## src/rtl/s_p_pkg.sv

```systemverilog
// ---------------------------------------------------------------------------
// s_p_pkg
// Shared definitions for the parallel/serial converter pair
// (p_s_converter upstream, s_p_converter downstream).
//   C_BITS_DEFAULT      : default parallel word width
//   C_FRAME_LEN_DEFAULT : default frame period in clock cycles
//   state_e             : frame-phase state encoding used by both sides
// ---------------------------------------------------------------------------
package s_p_pkg;

  localparam int C_BITS_DEFAULT      = 8;
  localparam int C_FRAME_LEN_DEFAULT = 250;

  typedef enum logic [1:0] {
    IDLE  = 2'd0,
    LOAD  = 2'd1,
    SHIFT = 2'd2,
    GAP   = 2'd3
  } state_e;

endpackage

```

## src/rtl/p_s_frame_counter.sv

```systemverilog
// ---------------------------------------------------------------------------
// p_s_frame_counter
// Free-running mod-C_FRAME_LEN frame counter with synchronous reset.
// Ports:
//   clk       in   clock
//   rst       in   synchronous active-high reset (cnt -> 0)
//   cnt       out  current position in the frame, 0..C_FRAME_LEN-1
//   load_tick out  high while cnt == S-1 (S = C_FRAME_LEN - C_BITS_IN)
//   load_next out  high when the next cycle will be the load cycle
//   frame_end out  high while cnt == C_FRAME_LEN-1
// ---------------------------------------------------------------------------
module p_s_frame_counter
  import s_p_pkg::*;
#(
  parameter int C_BITS_IN   = C_BITS_DEFAULT,
  parameter int C_FRAME_LEN = C_FRAME_LEN_DEFAULT,
  localparam int CW         = (C_FRAME_LEN > 1) ? $clog2(C_FRAME_LEN) : 1
) (
  input  logic          clk,
  input  logic          rst,
  output logic [CW-1:0] cnt,
  output logic          load_tick,
  output logic          load_next,
  output logic          frame_end
);

  localparam logic [CW-1:0] END_CNT  = CW'(C_FRAME_LEN - 1);
  localparam logic [CW-1:0] LOAD_CNT = CW'(C_FRAME_LEN - C_BITS_IN - 1);

  logic [CW-1:0] cnt_next;

  always_comb begin
    cnt_next = cnt + 1'b1;
    if (cnt == END_CNT) begin
      cnt_next = '0;
    end
  end

  always_ff @(posedge clk) begin
    if (rst) begin
      cnt <= '0;
    end else begin
      cnt <= cnt_next;
    end
  end

  assign load_tick = (cnt == LOAD_CNT);
  assign load_next = (cnt_next == LOAD_CNT);
  assign frame_end = (cnt == END_CNT);

endmodule

```

## src/rtl/p_s_converter.sv

```systemverilog
// ---------------------------------------------------------------------------
// p_s_converter
// Parallel-to-serial converter. Accepts one C_BITS_IN-bit word per frame
// over a valid/ready handshake and shifts it out MSB-first during the last
// C_BITS_IN cycles of each C_FRAME_LEN-cycle frame.
//
// Handshake: a word transfers on every rising CK edge where DIN_VALID and
// DIN_READY are both high. DIN_READY does not depend on DIN_VALID. When
// DIN_READY is low the source must hold DIN/DIN_VALID stable.
//
// Ports:
//   CK         in   clock
//   RST        in   synchronous active-high reset
//   DIN        in   parallel word
//   DIN_VALID  in   DIN is valid
//   DIN_READY  out  block can accept DIN this cycle
//   SO         out  serial data, MSB first, feeds downstream D
//   SO_VALID   out  SO carries bits of an accepted (or held) word
//   FRAME_END  out  high in the last cycle of each frame
//   UNDERRUN   out  one-cycle pulse after a load cycle with no word
//   FSM_STATE  out  current frame phase (IDLE/LOAD/SHIFT/GAP), debug view
//
// Build option: define P_S_UNDERRUN_HOLD_EN to repeat the previous word
// (with SO_VALID high) on underrun instead of sending invalid zeros.
// ---------------------------------------------------------------------------
module p_s_converter
  import s_p_pkg::*;
#(
  parameter int C_BITS_IN   = C_BITS_DEFAULT,
  parameter int C_FRAME_LEN = C_FRAME_LEN_DEFAULT
) (
  input  logic                 CK,
  input  logic                 RST,
  input  logic [C_BITS_IN-1:0] DIN,
  input  logic                 DIN_VALID,
  output logic                 DIN_READY,
  output logic                 SO,
  output logic                 SO_VALID,
  output logic                 FRAME_END,
  output logic                 UNDERRUN,
  output state_e               FSM_STATE
);

  localparam int CW = (C_FRAME_LEN > 1) ? $clog2(C_FRAME_LEN) : 1;
  localparam int S  = C_FRAME_LEN - C_BITS_IN;
  localparam logic [CW-1:0] SHIFT_START = CW'(S);

  logic [CW-1:0]        cnt;
  logic                 load_tick;
  logic                 load_next;
  logic                 frame_end;
  logic                 shift_phase;

  logic                 buf_full;
  logic [C_BITS_IN-1:0] buf_word;
  logic [C_BITS_IN-1:0] shift_reg;
  logic [C_BITS_IN-1:0] last_word;
  logic                 seq_valid;
  logic                 underrun_q;
  logic                 transfer;
  logic                 bypass;

  state_e state, state_next;

  p_s_frame_counter #(
    .C_BITS_IN   (C_BITS_IN),
    .C_FRAME_LEN (C_FRAME_LEN)
  ) u_frame_counter (
    .clk       (CK),
    .rst       (RST),
    .cnt       (cnt),
    .load_tick (load_tick),
    .load_next (load_next),
    .frame_end (frame_end)
  );

  assign shift_phase = (cnt >= SHIFT_START);

  // The buffer frees up in the load cycle, so a new word can be taken in
  // the same cycle the held one moves into the shifter.
  assign DIN_READY = !buf_full || load_tick;
  assign transfer  = DIN_VALID && DIN_READY;

  // A word arriving in the load cycle while the buffer is empty goes
  // straight into the shifter, so it still leaves in the current frame.
  assign bypass    = load_tick && !buf_full && transfer;

  // -------------------------------------------------------------------------
  // Frame-phase FSM (tracks the counter; one cycle ahead via load_next)
  // -------------------------------------------------------------------------
  always_ff @(posedge CK) begin
    if (RST) begin
      // With S == 1 the cycle right after reset is already the load cycle.
      state <= (S == 1) ? LOAD : IDLE;
    end else begin
      state <= state_next;
    end
  end

  always_comb begin
    state_next = state;
    unique case (state)
      IDLE:    if (load_next) state_next = LOAD;
      LOAD:    state_next = SHIFT;
      SHIFT:   if (frame_end) state_next = (S == 1) ? LOAD : GAP;
      GAP:     if (load_next) state_next = LOAD;
      default: state_next = IDLE;
    endcase
  end

  assign FSM_STATE = state;

  // -------------------------------------------------------------------------
  // Hold buffer, shifter and underrun flag
  // -------------------------------------------------------------------------
  always_ff @(posedge CK) begin
    if (RST) begin
      buf_full   <= 1'b0;
      buf_word   <= '0;
      shift_reg  <= '0;
      last_word  <= '0;
      seq_valid  <= 1'b0;
      underrun_q <= 1'b0;
    end else begin
      underrun_q <= 1'b0;

      if (transfer && !bypass) begin
        buf_word <= DIN;
        buf_full <= 1'b1;
      end else if (load_tick) begin
        buf_full <= 1'b0;
      end

      if (load_tick) begin
        if (buf_full) begin
          shift_reg <= buf_word;
          last_word <= buf_word;
          seq_valid <= 1'b1;
        end else if (bypass) begin
          shift_reg <= DIN;
          last_word <= DIN;
          seq_valid <= 1'b1;
        end else begin
          underrun_q <= 1'b1;
`ifdef P_S_UNDERRUN_HOLD_EN
          shift_reg  <= last_word;
          seq_valid  <= 1'b1;
`else
          shift_reg  <= '0;
          seq_valid  <= 1'b0;
`endif
        end
      end else if (shift_phase) begin
        shift_reg <= {shift_reg[C_BITS_IN-2:0], 1'b0};
      end
    end
  end

  assign SO        = shift_phase && shift_reg[C_BITS_IN-1];
  assign SO_VALID  = shift_phase && seq_valid;
  assign FRAME_END = frame_end;
  assign UNDERRUN  = underrun_q;

endmodule

```

## config.mk

```make
export PLATFORM = sky130hd
export DESIGN_NAME = p_s_converter
export DESIGN_NICKNAME = d
export VERILOG_FILES = /design/src/rtl/s_p_pkg.sv /design/src/rtl/p_s_frame_counter.sv /design/src/rtl/p_s_converter.sv
export SDC_FILE = /design/constraint.sdc
export NUM_CORES = 1
export LEC_CHECK = 0
export ABC_AREA = 0
export CORE_UTILIZATION = 30
export DETAILED_ROUTE_END_ITERATION = 10
export PLACE_DENSITY = 0.48
export SLEW_MARGIN = 20
export SYNTH_ARGS = -nofsm -noshare
export SYNTH_HDL_FRONTEND = slang
export SYNTH_SLANG_ARGS = --single-unit
```

## constraint.sdc

```tcl
create_clock -name CK -period 4.7 [get_ports CK]
set_input_delay 0.47 -clock CK [delete_from_list [all_inputs] [get_ports CK]]
set_output_delay 0.47 -clock CK [all_outputs]
set_load 0.01 [all_outputs]
```

=== Yosys cells after proc, flatten, opt, wreduce, memory -nomap -nowiden ===
Index checks and enable logic that the tools add are counted.

* Register bits after elaboration: 29
* Input bits: 11
* Output and inout port bits: 7
* Logic and storage cells: 46

* Add/subtract/negate cells: 1
* $lt $le $gt $ge: 1
* Equality and inequality tests: 8
* Multiplexer cells: 13
* Bitwise operators: 1
* Reduce and logical (&&, ||, !) cells: 15

{| class="wikitable"
|+ Operator list
! cell !! number
|-
| two-way mux 8 bit || 5
|-
| == test 8 bit (second input constant) || 3
|-
| adder 8 x 1 -> 8 bit (second input constant) || 1
|-
| >= comparator 8 bit (second input constant) || 1
|-
| logical AND 1 bit || 6
|-
| one-hot mux 2 bit (3 select lines) || 1
|-
| two-way mux 1 bit || 5
|-
| == test 2 bit (second input constant) || 2
|-
| two-way mux 2 bit || 2
|-
| nonzero test 2 bit || 2
|-
| OR reduction 3 bit || 1
|-
| == test 2 x 1 -> 1 bit (second input constant) || 1
|-
| logical NOT 1 bit || 2
|-
| logical NOT 2 bit || 1
|-
| inequality test 2 x 1 -> 1 bit (second input constant) || 1
|-
| inequality test 2 bit (second input constant) || 1
|-
| AND reduction 2 bit || 1
|-
| OR reduction 2 bit || 1
|-
| logical OR 1 bit || 1
|-
| inverter 1 bit || 1
|}

=== Longest topological paths before layout ===
* Depth after elaboration: 7
* Gate-level depth with buffers: 8
* Depth with buffers taken out: 7

=== Modules after synthesis ===
From an unflattened synthesis, not the netlist that was laid out.

* Cells, all modules: 177
* Area, all modules: 1540.2 sq um

{| class="wikitable"
|+ Modules (own cells, without submodules)
! module !! times used !! cells each !! area each (sq um) !! seq. area each (sq um)
|-
| p_s_converter || 1 || 132 || 1134.8 || 420.4
|-
| p_s_frame_counter || 1 || 45 || 405.4 || 160.2
|}

=== Worst setup path after synthesis ===
OpenSTA, ideal clock, no wires.

* Path type: register to output
* Start point: reg u_frame_counter.cnt[0]
* End point: out SO
* Data arrival time: 1.421 ns
* Data required time: 4.230 ns
* Setup slack: 2.809 ns
* Cell stages (with the launch flop): 6
* Buffers on the path: 0
* Cell sequence: dfxtp_1 > inv_1 > ha_1 > nor4_1 > nor2_4 > and2_1

* Word-level cells in the longest chain between the ends: 2

{| class="wikitable"
|+ RTL lines
! item !! line !! text
|-
| start: declaration || p_s_frame_counter.sv:21 || <nowiki>output logic [CW-1:0] cnt,</nowiki>
|-
| start signal: assignment || p_s_frame_counter.sv:43 || <nowiki>cnt <= cnt_next;</nowiki>
|-
| >= comparator 8 bit || p_s_converter.sv:77 || <nowiki>assign shift_phase = (cnt >= SHIFT_START);</nowiki>
|-
| logical AND 1 bit || p_s_converter.sv:159 || <nowiki>assign SO = shift_phase && shift_reg[C_BITS_IN-1];</nowiki>
|-
| end: declaration || p_s_converter.sv:37 || <nowiki>output logic SO,</nowiki>
|}

No other way between the ends.

=== Final worst setup path ===
Same ends and word-level chain as after synthesis.

==> out/results.txt <==
Period utilization -> 58.6%
Status -> complete, no violations
Share of the synthesized area in the top cell type -> 38.1%
CP required -> 4.23 ns
Num CTS Buffers -> 5
Cell variety after synth -> 39
Setup tns final -> 0 ns
CTS resizes -> 0
Global-route wire length before repair -> 4790 um
Synth Warn # -> 0
EDFF count, synth -> 0
Crit path from -> u_frame_counter.cnt[0]
Total Wirelength -> 2850 um
Core area -> 4820 um^2
Final Hold Fails -> 0
Cell taking the most area after synthesis -> dfxtp_1
Die Span Y -> 73.3 um
Sw power -> 157 uW
Critical path fanouts, max -> 10
Std-Cell Rows -> 25
Final Skew -> 0.00439 ns
Ys async rst share -> 0%
Initial antenna violation count -> 0
Internal -> 469 uW
Max Cap Violations -> 0
Seq pwr share -> 44.3%
FF-to-FF path depth -> 6
Die Wd -> 73.3 um
Clk Latency, worst-skew pair -> 0.28 ns
Leakage power -> 0.000644 uW
Largest cells by area after synthesis -> dfxtp_1, mux2i_1, nor2_1, a211oi_2, ha_1
Fin crit period -> 2.76 ns
Synth top cells by count -> nor2_1, dfxtp_1, mux2i_1, nand2_1
Clock buffer depth -> 2
Die area -> 5370 um^2
CTS tree -> yes
Crit Path Class -> register to output port
Arr. time, crit path -> 2.29 ns
Ant. Diodes -> 0
Initial Util -> 31.6%
Final setup viols -> 0
Via density -> 4.63
Number of global-route vias before repair -> 1122
Top FF cell, synth -> dfxtp_1
Detail Route Antenna Nets -> 0
Tightest Pin Transition -> 1.00 ns
DR vias -> 1153
I/O Buffers -> 17
Routed WL per cell -> 11.4 um
Final core utilization -> 37.4%
Multi-input logic area -> 838 um^2
RR Endpoint -> buf_word[3]
Critical path startpoint category -> register
Combinational power share -> 16.2%
DRT Pass-1 Iters -> 3
Proportion of layout cells with a drive suffix above 1 -> 12.1%
Worst IR drop on VDD -> 0.000157 V
Synthesis-to-finish area growth -> 18.3%
Final Max Tran Viols -> 0
Final nets -> 198
Hold Crit Start -> seq_valid
Reg clk slew, reported paths -> 0.06 ns
Drc violations -> 0
Worst setup path end -> SO
GRT overflow -> 0
Count leader, synth -> nor2_1
Clock sink count -> 29
Fmax -> 363 MHz
Reg2Reg Setup Slack -> 2.58 ns
Seq/Total Area, Yosys -> 38.1%
I/O pins -> 18
Total global-route track usage -> 11.9%
DP HPWL -> 2040 um
RSZ-0062 raised after global routing -> no
Clock share of power -> 39.5%
Total Power -> 626 uW
Final hold slack -> 0.485 ns
H-tree depth -> 2
Relative slew margins -> 33.1%
Storage element area -> 581 um^2
RD Place Congestion -> 0.719
Sw frac -> 25.0%
R2r startpoint -> u_frame_counter.cnt[0]
Number of synthesized register bits -> 29
Critical Path Sink Type -> output port
Post-Synthesis Net Count -> 185
Worst hold path class -> register to register
Pwr dens -> 347 nW/um^2
Fill count -> 538
Largest net degree at the start of global routing -> 24
# hold bufs at CTS -> 0
Setup Fix Bufs, Post-CTS -> 0
Syn_area_per_cell -> 9.02 um^2
DRT iter0 DRCs -> 37
Cells after synthesis -> 169
Root buffer cell -> clkbuf_8
Mapped Area -> 1520 um^2
## power groups by stage
stage	registers (uW)	clock network (uW)	logic, uW
global placement	282	0	99.6
CTS	277	257	103
global route	279	270	114
detailed placement	282	0	103
floorplan	280	0	67.5
finish	277	247	102
## worst max-delay path: stages (launching register included)
cell	delay, ns
dfxtp_1	0.46
inv_1	0.08
ha_1	0.20
nor4_1	0.45
nor2_4	0.15
and2_1	0.19
clkdlybuf4s50_1	0.47
## per-layer routing
layer	global-route usage [%]	vias up	routed length (um)
met2	20.0	13	1360
met4	6.54	0	57
met1	13.4	529	1340
met5	0	-	0
li1	-	604	-
met3	3.70	7	93
## per-stage QoR
| stage | cells | area, um^2 | setup WS, ns |
|---|---|---|---|
| after floorplan | 169 | 1520 | 2.81 |
| after global routing | 249 | 1800 | 1.80 |
| after global placement | 242 | 1700 | 2.31 |
| final | 249 | 1800 | 1.94 |
| after detailed placement | 242 | 1700 | 2.21 |
| after CTS | 249 | 1800 | 1.90 |
## worst min path at each step
| stage | end | depth (start not counted) | slack [ns] |
|---|---|---|---|
| final | seq_valid | 2 | 0.48 |
| after global routing | buf_word[6] | 2 | 0.53 |
| after floorplan | seq_valid | 2 | 0.45 |
| after global placement | seq_valid | 2 | 0.46 |
| after CTS | seq_valid | 2 | 0.49 |
| after detailed placement | seq_valid | 2 | 0.47 |
## cell type report
cell class                      instances  area share [%]
Multi-Input combinational cell        122            46.5
Timing Repair Buffer                   17            9.44
Clock buffer                            5            3.82
Clock inverter                          2            1.94
Sequential cell                        29            32.2
Inverter                                7            1.46
Tap cell                               67            4.65
## kinds of logic (layout without fill, tap and decap cells)
group / count (synthesis) / in the layout / share of synthesized area (%)
and+or+nand+nor: 69 / 69 / 22.7
xor gates and xnor gates: 6 / 6 / 3.45
adders and majority gates: 6 / 6 / 4.76
buffers and inverters: 18 / 31 / 6.90
muxes: 16 / 16 / 10.6
DFF: 29 / 29 / 38.1
AOI/OAI and AO/OA: 25 / 25 / 13.5
## cells in the final DEF (no fill, tap or decap), drive strengths merged, types with 2 or more instances in the layout
cell | netlist | final
xor2 | 2 | 2
a211oi | 14 | 14
nand2 | 13 | 13
or2 | 2 | 2
nor4 | 2 | 2
ha | 5 | 5
nand3 | 3 | 3
nor2 | 32 | 32
nand3b | 2 | 2
a21oi | 4 | 4
mux2i | 15 | 15
o21ai | 4 | 4
nor3 | 3 | 3
xnor2 | 4 | 4
and3 | 2 | 2
inv | 7 | 7
and2 | 3 | 3
nand4 | 3 | 3
clkbuf | 5 | 5
dfxtp | 29 | 29
clkdlybuf4s50 | 0 | 17
(Power assumes the default switching activity.)
